File: src/rtl/xalu_ise_ctrl.sv
// Sequences one custom instruction at a time into the combinational Ascon ISE ALU; rsp_valid rises EXEC_CYCLES
// edges after the accepting edge. A stalled response holds its data and blocks new requests until rsp_ready.
module xalu_ise_ctrl #(
  parameter int unsigned EXEC_CYCLES = 1,
  parameter int unsigned XLEN        = 64
) (
  input  logic            ise_clk,
  input  logic            ise_rst,
  input  logic            flush,
  input  logic            req_valid,
  output logic            req_ready,
  input  logic [4:0]      req_fn,
  input  logic [6:0]      req_imm,
  input  logic [XLEN-1:0] req_rs1,
  input  logic [XLEN-1:0] req_rs2,
  input  logic [4:0]      req_rd,
  output logic            rsp_valid,
  input  logic            rsp_ready,
  output logic [XLEN-1:0] rsp_data,
  output logic [4:0]      rsp_rd,
  output logic            rsp_illegal,
  output logic [4:0]      ise_fn,
  output logic [6:0]      ise_imm,
  output logic [XLEN-1:0] ise_in1,
  output logic [XLEN-1:0] ise_in2,
  output logic            ise_val,
  input  logic            ise_oval,
  input  logic [XLEN-1:0] ise_out
);

  typedef enum logic [1:0] {
    IDLE = 2'd0,
    EXEC = 2'd1,
    RESP = 2'd2
  } state_t;

  typedef struct packed {
    logic [4:0]      fn;
    logic [6:0]      imm;
    logic [XLEN-1:0] rs1;
    logic [XLEN-1:0] rs2;
    logic [4:0]      rd;
  } op_t;

  typedef struct packed {
    logic [XLEN-1:0] data;
    logic [4:0]      rd;
    logic            illegal;
  } rsp_t;

  localparam logic [3:0] CNT_LOAD = 4'(EXEC_CYCLES - 1);

  state_t     state_q, state_d;
  logic [3:0] cnt_q, cnt_d;
  op_t        op_q, op_d;
  rsp_t       rsp_q, rsp_d;
  logic       accept;

  // rsp_ready feeds req_ready combinationally so a draining response can overlap the next accept.
  always_comb begin
    req_ready = !flush && ((state_q == IDLE) || ((state_q == RESP) && rsp_ready));
    accept    = req_valid && req_ready;
  end

  always_comb begin
    state_d = state_q;
    cnt_d   = cnt_q;
    op_d    = op_q;
    rsp_d   = rsp_q;

    unique case (state_q)
      IDLE: begin
        state_d = IDLE;
      end
      EXEC: begin
        if (cnt_q != 4'd0) begin
          cnt_d = cnt_q - 4'd1;
        end else begin
          rsp_d.data    = ise_oval ? ise_out : '0;
          rsp_d.rd      = op_q.rd;
          rsp_d.illegal = !ise_oval;
          state_d       = RESP;
        end
      end
      RESP: begin
        if (rsp_ready) state_d = IDLE;
      end
      default: begin
        state_d = IDLE;
      end
    endcase

    if (accept) begin
      op_d.fn  = req_fn;
      op_d.imm = req_imm;
      op_d.rs1 = req_rs1;
      op_d.rs2 = req_rs2;
      op_d.rd  = req_rd;
      cnt_d    = CNT_LOAD;
      state_d  = EXEC;
    end

    // Flush wins over both accept and a coinciding response handshake.
    if (flush) state_d = IDLE;
  end

  always_ff @(posedge ise_clk) begin
    if (!ise_rst) begin
      state_q <= IDLE;
      cnt_q   <= '0;
      op_q    <= '0;
      rsp_q   <= '0;
    end else begin
      state_q <= state_d;
      cnt_q   <= cnt_d;
      op_q    <= op_d;
      rsp_q   <= rsp_d;
    end
  end

  always_comb begin
    rsp_valid   = (state_q == RESP);
    rsp_data    = rsp_q.data;
    rsp_rd      = rsp_q.rd;
    rsp_illegal = rsp_q.illegal;
    ise_val     = (state_q == EXEC);
    ise_fn      = op_q.fn;
    ise_imm     = op_q.imm;
    ise_in1     = op_q.rs1;
    ise_in2     = op_q.rs2;
  end

endmodule

File: config.mk
export PLATFORM = sky130hd
export DESIGN_NAME = xalu_ise_ctrl
export DESIGN_NICKNAME = d
export VERILOG_FILES = /design/src/rtl/xalu_ise_ctrl.sv
export SDC_FILE = /design/constraint.sdc
export NUM_CORES = 1
export LEC_CHECK = 0
export CORE_AREA = 2 2 168 170
export DETAILED_ROUTE_END_ITERATION = 7
export DIE_AREA = 0 0 170 172
export PLACE_DENSITY = 0.83
export SLEW_MARGIN = 5
export SYNTH_ARGS = -nofsm -noshare
export SYNTH_HDL_FRONTEND = slang
export SYNTH_SLANG_ARGS = --single-unit
File: constraint.sdc
create_clock -name ise_clk -period 2.11 [get_ports ise_clk]
set_input_delay 0.422 -clock ise_clk [delete_from_list [all_inputs] [get_ports ise_clk]]
set_output_delay 0.422 -clock ise_clk [all_outputs]
set_load 0.03 [all_outputs]
* After elaboration in Yosys (flattened, before gate mapping)
Cells that the tools add are included.
** Operators by class
- Add/subtract/negate cells :: 1
- Equality and inequality tests :: 6
- Mux-type cells :: 5
- Bitwise logic cells :: 2
- Reduce and logical (&&, ||, !) cells :: 15
** Operators by type and width (number)
- $mux 64 :: 1
- $reduce_and 2->1 :: 4
- $mux 2 :: 2
- $pmux 2 s2 :: 1
- $reduce_bool 4->1 :: 1
- $reduce_or 2->1 :: 2
- $sub 4x1->4 const B :: 1
- $logic_and 1x1->1 :: 3
- $ne 3x1->1 const B :: 1
- $ne 3x3->1 const B :: 1
- $reduce_or 3->1 :: 1
- $eq 2x1->1 const B :: 1
- $eq 2x2->1 const B :: 1
- $logic_not 1->1 :: 2
- $logic_not 2->1 :: 1
- $ne 2x1->1 const B :: 1
- $ne 2x2->1 const B :: 1
- $not 1->1 :: 2
- $logic_or 1x1->1 :: 1
- $mux 1 :: 1
** Word-level totals
- Register bits after elaboration :: 221
- Input bits :: 215
- Output and inout port bits :: 213
- Logic and storage cells :: 40

* Depth between registers and ports, before layout
Gate-level depths: netlist (run 1).
- Word-level depth :: 7
- Depth in mapped cells :: 7
- Mapped depth without buffers :: 5

* Least setup slack after synthesis (run 1)
No wires, ideal clock.
- Path kind :: input -> output
- Start point :: input flush
- End point :: output req_ready
- Arrival time :: 1.264 ns
- Required time :: 1.688 ns
- Setup slack :: 0.424 ns
- Stages :: 3
- Path buffers :: 1
- Path through :: or2_1 -> buf_2 -> nor2_1
** On the way
- Word-level cells in the longest chain between the ends :: 2
** RTL lines
- start: declaration :: line 9 : input logic flush,
- $logic_not 1->1 :: line 61 : req_ready = !flush && ((state_q == IDLE) || ((state_q == RESP) && rsp_ready));
- $logic_and 1x1->1 :: line 61
- end: declaration :: line 11 : output logic req_ready,
Every way passes these cells.

* Worst setup path after layout (run 1)
Same ends and word-level chain as after synthesis.

==> impl_metrics.toml, run 1 <==
[status]
status = "finished, final reports clean"

[detailed_routing]
first_pass_iters = 5
dr_total_vias = 10380
via_per_inst = 5.836
drt_iter0_drc = 921
wl_mm = 35.56
drtAntennaViolNets = 0
drcViolationCount = 0
routedWlPerCell_um = 19.99

[floorplanning]
die_h_um = 172
die_x_um = 170
rows = 61
core_um2 = 27480
die_area_um2 = 29240
ios = 428
initial_utilization_pct = 37.49

[synth]
synth_nets = 1415
yosysSeqAreaShare_pct = 42.95
ys_ff_latch = 221
synth_common_cells = "dfxtp_1, a21oi_1, nand4_1"
synth_top_area_share_pct = 42.95
synth-edff-count = 0
synth_area_um2 = 10300
yosysMostFrequentCell = "dfxtp_1"
synth_cell_types = 29
async_flop_share_pct = 0
syn_avg_cell_area_um2 = 8.590
yosysTopAreaCell = "dfxtp_1"
synth_cells = 1199
ys.flop_type = "dfxtp_1"
synth_area_leaders = "dfxtp_1, nand4_1, a21oi_1, o31ai_1, buf_4"
yosysWarnings = 0

[clocking]
htree_levels = 1
worstSkewPairLatency_ns = 0.52
cts_root_buf = "clkbuf_16"
cts_buffer_depth = 3
cts_tree = "yes"
cts.sinks = 221
clkSlewWorstSetupHoldPaths_ns = 0.06
numCtsBuffers = 25

[placed_design]
pre_cts_ws_ns = -0.04860
gp_congestion = 0.8225
portBuffers = 427
dpl.hpwl_mm = 23.57

[timing]
hold_violations = 0
maxSlewHeadroom_pct = 65.74
setup-violations-final = 0
post-route-min-period_ns = 2.063
skew_ns = 0.01469
max_freq_ghz = 0.4848
drv_slew = 0
rsz0062_at_grt = "false"
worstMarginPinSlew_ns = 0.5139
finalCritPeriodShare_pct = 97.75
worst_slack_ns = 0.04746
setup_tns_ns = 0
whs_ns = 0.4371

[min_path]
hp-class = "in2reg"
worstHoldPathCells = 4

[cells_and_area]
drive_above_1_share_pct = 7.751
fin_nets = 1633
syn2layout_area_growth_pct = 43.37

[global_route]
grt_antenna_before_repair = 0
grt_pass1_vias = 9808
grt_pass1_wl_mm = 53.38
grt_max_degree = 108
grt_usage_pct = 22.37
gr-total-overflow = 0

[setup_path]
critical_path.max_fanout = 8
end_kind = "output pin"
arrival_ns = 1.64
cp-start-kind = "primary input"
path_class = "in2out"
worst_ep_required_time_ns = 1.69
r2r_cells = 6

[power_and_ir_drop]
ir_drop_mv = 0.5141
power_mw = 10.16
power_leakage_nw = 5.033
power_density_nw_per_um2 = 688.2

[flow_run]
drv_cap = 0
cells by family (layout without fill, tap and decap cells):
kind of cell | Yosys count | after routing | synth area share, %
compound gates | 442 | 442 | 25.28
fa+ha+maj | 1 | 1 | 0.1215
buf+inv | 305 | 538 | 17.81
flops | 221 | 221 | 42.95
other cells | 0 | 1 | 0
simple gates | 230 | 230 | 13.84
per-stage QoR:
stage / util (%) / area [µm²] / std cells
floorplan: - / 10300 / 1199
global placement: 50.89 / 13980 / 1733
detailed placement: 50.89 / 13980 / 1733
CTS: 53.65 / 14740 / 1775
global route: 53.73 / 14760 / 1778
finish: 53.74 / 14770 / 1779
final cells by class:
cell class              count  area, µm²
clock buffers              40      742.0
diodes                      1      2.502
fillers                  2404      12710
inverters                   7      33.78
clock inverters             2      16.27
flip-flops and latches    221       4424
multi-input cells         673       4076
well taps                 346      432.9
repair buffers            489       5039
cell usage in the layout, fill, tap and decap left out, types with 2 or more instances in the layout:
| master | instances |
|---|---|
| clkbuf_8 | 6 |
| inv_1 | 4 |
| clkbuf_1 | 9 |
| o31ai_1 | 146 |
| nand4_1 | 209 |
| clkdlybuf4s50_1 | 422 |
| nand3_1 | 7 |
| o21ai_0 | 71 |
| clkbuf_16 | 25 |
| nor2_1 | 2 |
| buf_12 | 25 |
| a21oi_1 | 219 |
| dfxtp_1 | 221 |
| buf_4 | 40 |
power by group:
part / switching (mW) / total (mW) / internal, mW
clock: 1.69 / 4.08 / 2.38
sequential: 0.0793 / 4.40 / 4.32
combinational: 0.883 / 1.69 / 0.804
state kept, by name (all words and copies together) (netlist names), 4 cells and up:
signal / flops
rsp_data: 64
ise_imm: 7
ise_in1: 64
rsp_rd: 5
op_q: 5
ise_fn: 5
ise_in2: 64
cnt_q: 4
routing by layer:
metal | track usage [%] | vias up | part of all wire (%) | wire (µm)
met2 | 37.30 | 531 | 48 | 16910
li1 | - | 4830 | - | -
met5 | 0 | - | 0 | 0
met3 | 5.608 | 99 | 8.9 | 3180
met1 | 27.93 | 4922 | 40 | 14160
met4 | 8.547 | 0 | 3.7 | 1312
worst max-delay path, stage by stage:
cell and delay (ns):
clkdlybuf4s50_1 0.51, or2_4 0.34, nor2_2 0.17, buf_4 0.19
what timing repair did:
item,CTS,global route
endpoints found under the setup margin,2,1
hold buffers,0,0
setup buffers,0,3
gates resized for setup,2,0
gates cloned,0,0
pin swaps,0,1
worst paths after layout:
| path | startpoint | to | slack (ns) |
|---|---|---|---|
| setup / recovery | flush | req_ready | 0.05 |
| hold / removal | ise_oval | rsp_data[20] | 0.44 |
| setup reg to reg | cnt_q[0] | rsp_data[40] | 0.20 |
| hold reg to reg | ise_in2[15] | ise_in2[15] | 0.47 |
Note: power is estimated with default switching activity, not from simulation.
==> inputs of run 2 (changes only) <==
==> constraint.sdc (replaced) <==
create_clock -name ise_clk -period 2.3 [get_ports ise_clk]
set_input_delay 0.46 -clock ise_clk [delete_from_list [all_inputs] [get_ports ise_clk]]
set_output_delay 0.46 -clock ise_clk [all_outputs]
set_load 0.03 [all_outputs]
==> impl_metrics.toml, run 2 (synthesis results as in run 1) <==
[power_and_ir_drop]
ir_drop_mv = 0.4317
power_leakage_nw = 4.956
power_mw = 9.658
power_density_nw_per_um2 = 660.4

[global_route]
globalRouteMet2Util_pct = 35.58
use_met1_pct = 27.49
grt_pass1_wl_mm = 52.70
grt_antenna_before_repair = 2
grt_usage_pct = 21.95
use_met3_pct = 5.997
grt_max_degree = 96
grt_pass1_vias = 9801
gr-total-overflow = 0
grt.busiest_layer = "met2"

[min_path]
worstHoldPathCells = 3
min_to = "rsp_data[57]"
hp-class = "in2reg"
min_from = "ise_oval"

[timing]
finalCritPeriodShare_pct = 92.63
maxSlewHeadroom_pct = 56.10
max_freq_ghz = 0.4694
setup_tns_ns = 0
worst_slack_ns = 0.1695
drv_slew = 0
whs_ns = 0.4168
skew_ns = 0.009517
hold_violations = 0
rsz0062_at_grt = "false"
worstMarginPinSlew_ns = 0.6585
setup-violations-final = 0
post-route-min-period_ns = 2.130

[cells_and_area]
layoutNonFillerInstCount = 1763
fillCellCount = 2435
regArea_um2 = 4424
multi_input_comb_area_um2 = 4074
syn2layout_area_growth_pct = 41.99
final_cell_mix = "clkdlybuf4s50_1, dfxtp_1, a21oi_1"
fin_nets = 1612
fin_area_um2 = 14630
final_common_cell = "clkdlybuf4s50_1"
post-route-util_pct = 53.23
drive_above_1_share_pct = 6.723

[setup_path]
path_class = "reg2out"
cp-start-kind = "register"
worst_ep_required_time_ns = 1.84
crit_buf_inv = 2
end_kind = "output pin"
arrival_ns = 1.67
cp_cell_sequence = "nand2b_2 > inv_2 > buf_4"
crit_slowest_cell = "dfxtp_1"
critical_path.max_fanout = 15
cp_slowest_stage_delay_ns = 0.35
cp_top_family = "buffers and inverters"
r2r_slack_ns = 0.33
r2r-start = "cnt_q[0]"
r2r_end = "rsp_data[38]"
r2r_cells = 6

[placed_design]
portBuffers = 427
place_inst = 1716
gp_congestion = 0.7990
pre_cts_ws_ns = 0.08866
dpl.hpwl_mm = 23.04
post_dp_cell_area_um2 = 13780

[detailed_routing]
routedWlPerCell_um = 19.94
first_pass_iters = 5
drcViolationCount = 0
wl_mm = 35.15
dr_total_vias = 10350
via_per_inst = 5.869
drt_iter0_drc = 999
drtAntennaViolNets = 0

[floorplanning]
die_area_um2 = 29240
core_um2 = 27480
die_x_um = 170
rows = 61
ios = 428
die_h_um = 172
initial_utilization_pct = 37.49

[clocking]
cts.sinks = 221
clkSlewWorstSetupHoldPaths_ns = 0.06
cts_root_buf = "clkbuf_16"
worstSkewPairLatency_ns = 0.51
numCtsBuffers = 24
cts_buffer_depth = 3
htree_levels = 1
cts_tree = "yes"

[status]
status = "finished, final reports clean"

[flow_run]
drv_cap = 0
-- run 2: how the worst max path moves through the flow --
stage / start / to / slack [ns] / cells past startpoint
global route: state_q[1] / ise_val / 0.04 / 3
finish: state_q[1] / ise_val / 0.17 / 3
floorplan: flush / req_ready / 0.54 / 3
global placement: flush / ise_in2[18] / 0.13 / 6
detailed placement: flush / ise_in2[32] / 0.09 / 6
CTS: state_q[1] / ise_val / 0.15 / 3
-- run 2: power by group --
group	total (mW)	internal [mW]	switching, mW
logic	1.53	0.724	0.805
clock network	4.09	2.51	1.59
registers	4.04	3.96	0.0720
-- run 2: final cells by class --
type,count,area share (%)
Tap cell,346,2.960
Multi-Input combinational cell,673,27.86
Timing Repair Buffer,469,32.91
Clock buffer,36,4.970
Sequential cell,221,30.25
Inverter,7,0.2310
Clock inverter,7,0.7528
Antenna cell,4,0.06844
-- run 2: worst reg2reg max path: stages (launching register included) --
cell     delay [ns]
dfxtp_1        0.33
inv_1          0.08
ha_1           0.23
or3b_2         0.45
buf_4          0.33
o21ai_0        0.32
a21oi_1        0.11
-- run 2: layer usage --
metal  wire length [µm]  vias to the layer above
met3               3146                      107
met4               1513                        0
met5                  0                        -
met2              16380                      518
met1              14110                     4943
li1                   -                     4779
-- run 2: timing repair --
item / CTS / global route
gates resized for setup: 1 / 0
endpoints found under the setup margin: 1 / 0
hold buffers: 0 / 0
setup buffers: 0 / 0
==> inputs of run 3 (changes only) <==
--- a/config.mk
+++ b/config.mk
@@ -5,6 +5,7 @@
 export SDC_FILE = /design/constraint.sdc
 export NUM_CORES = 1
 export LEC_CHECK = 0
+export CAP_MARGIN = 20
 export CORE_AREA = 2 2 168 170
 export DETAILED_ROUTE_END_ITERATION = 7
 export DIE_AREA = 0 0 170 172
==> results of run 3 <==
The final DEF is identical to that of run 2; final timing and power are the same.
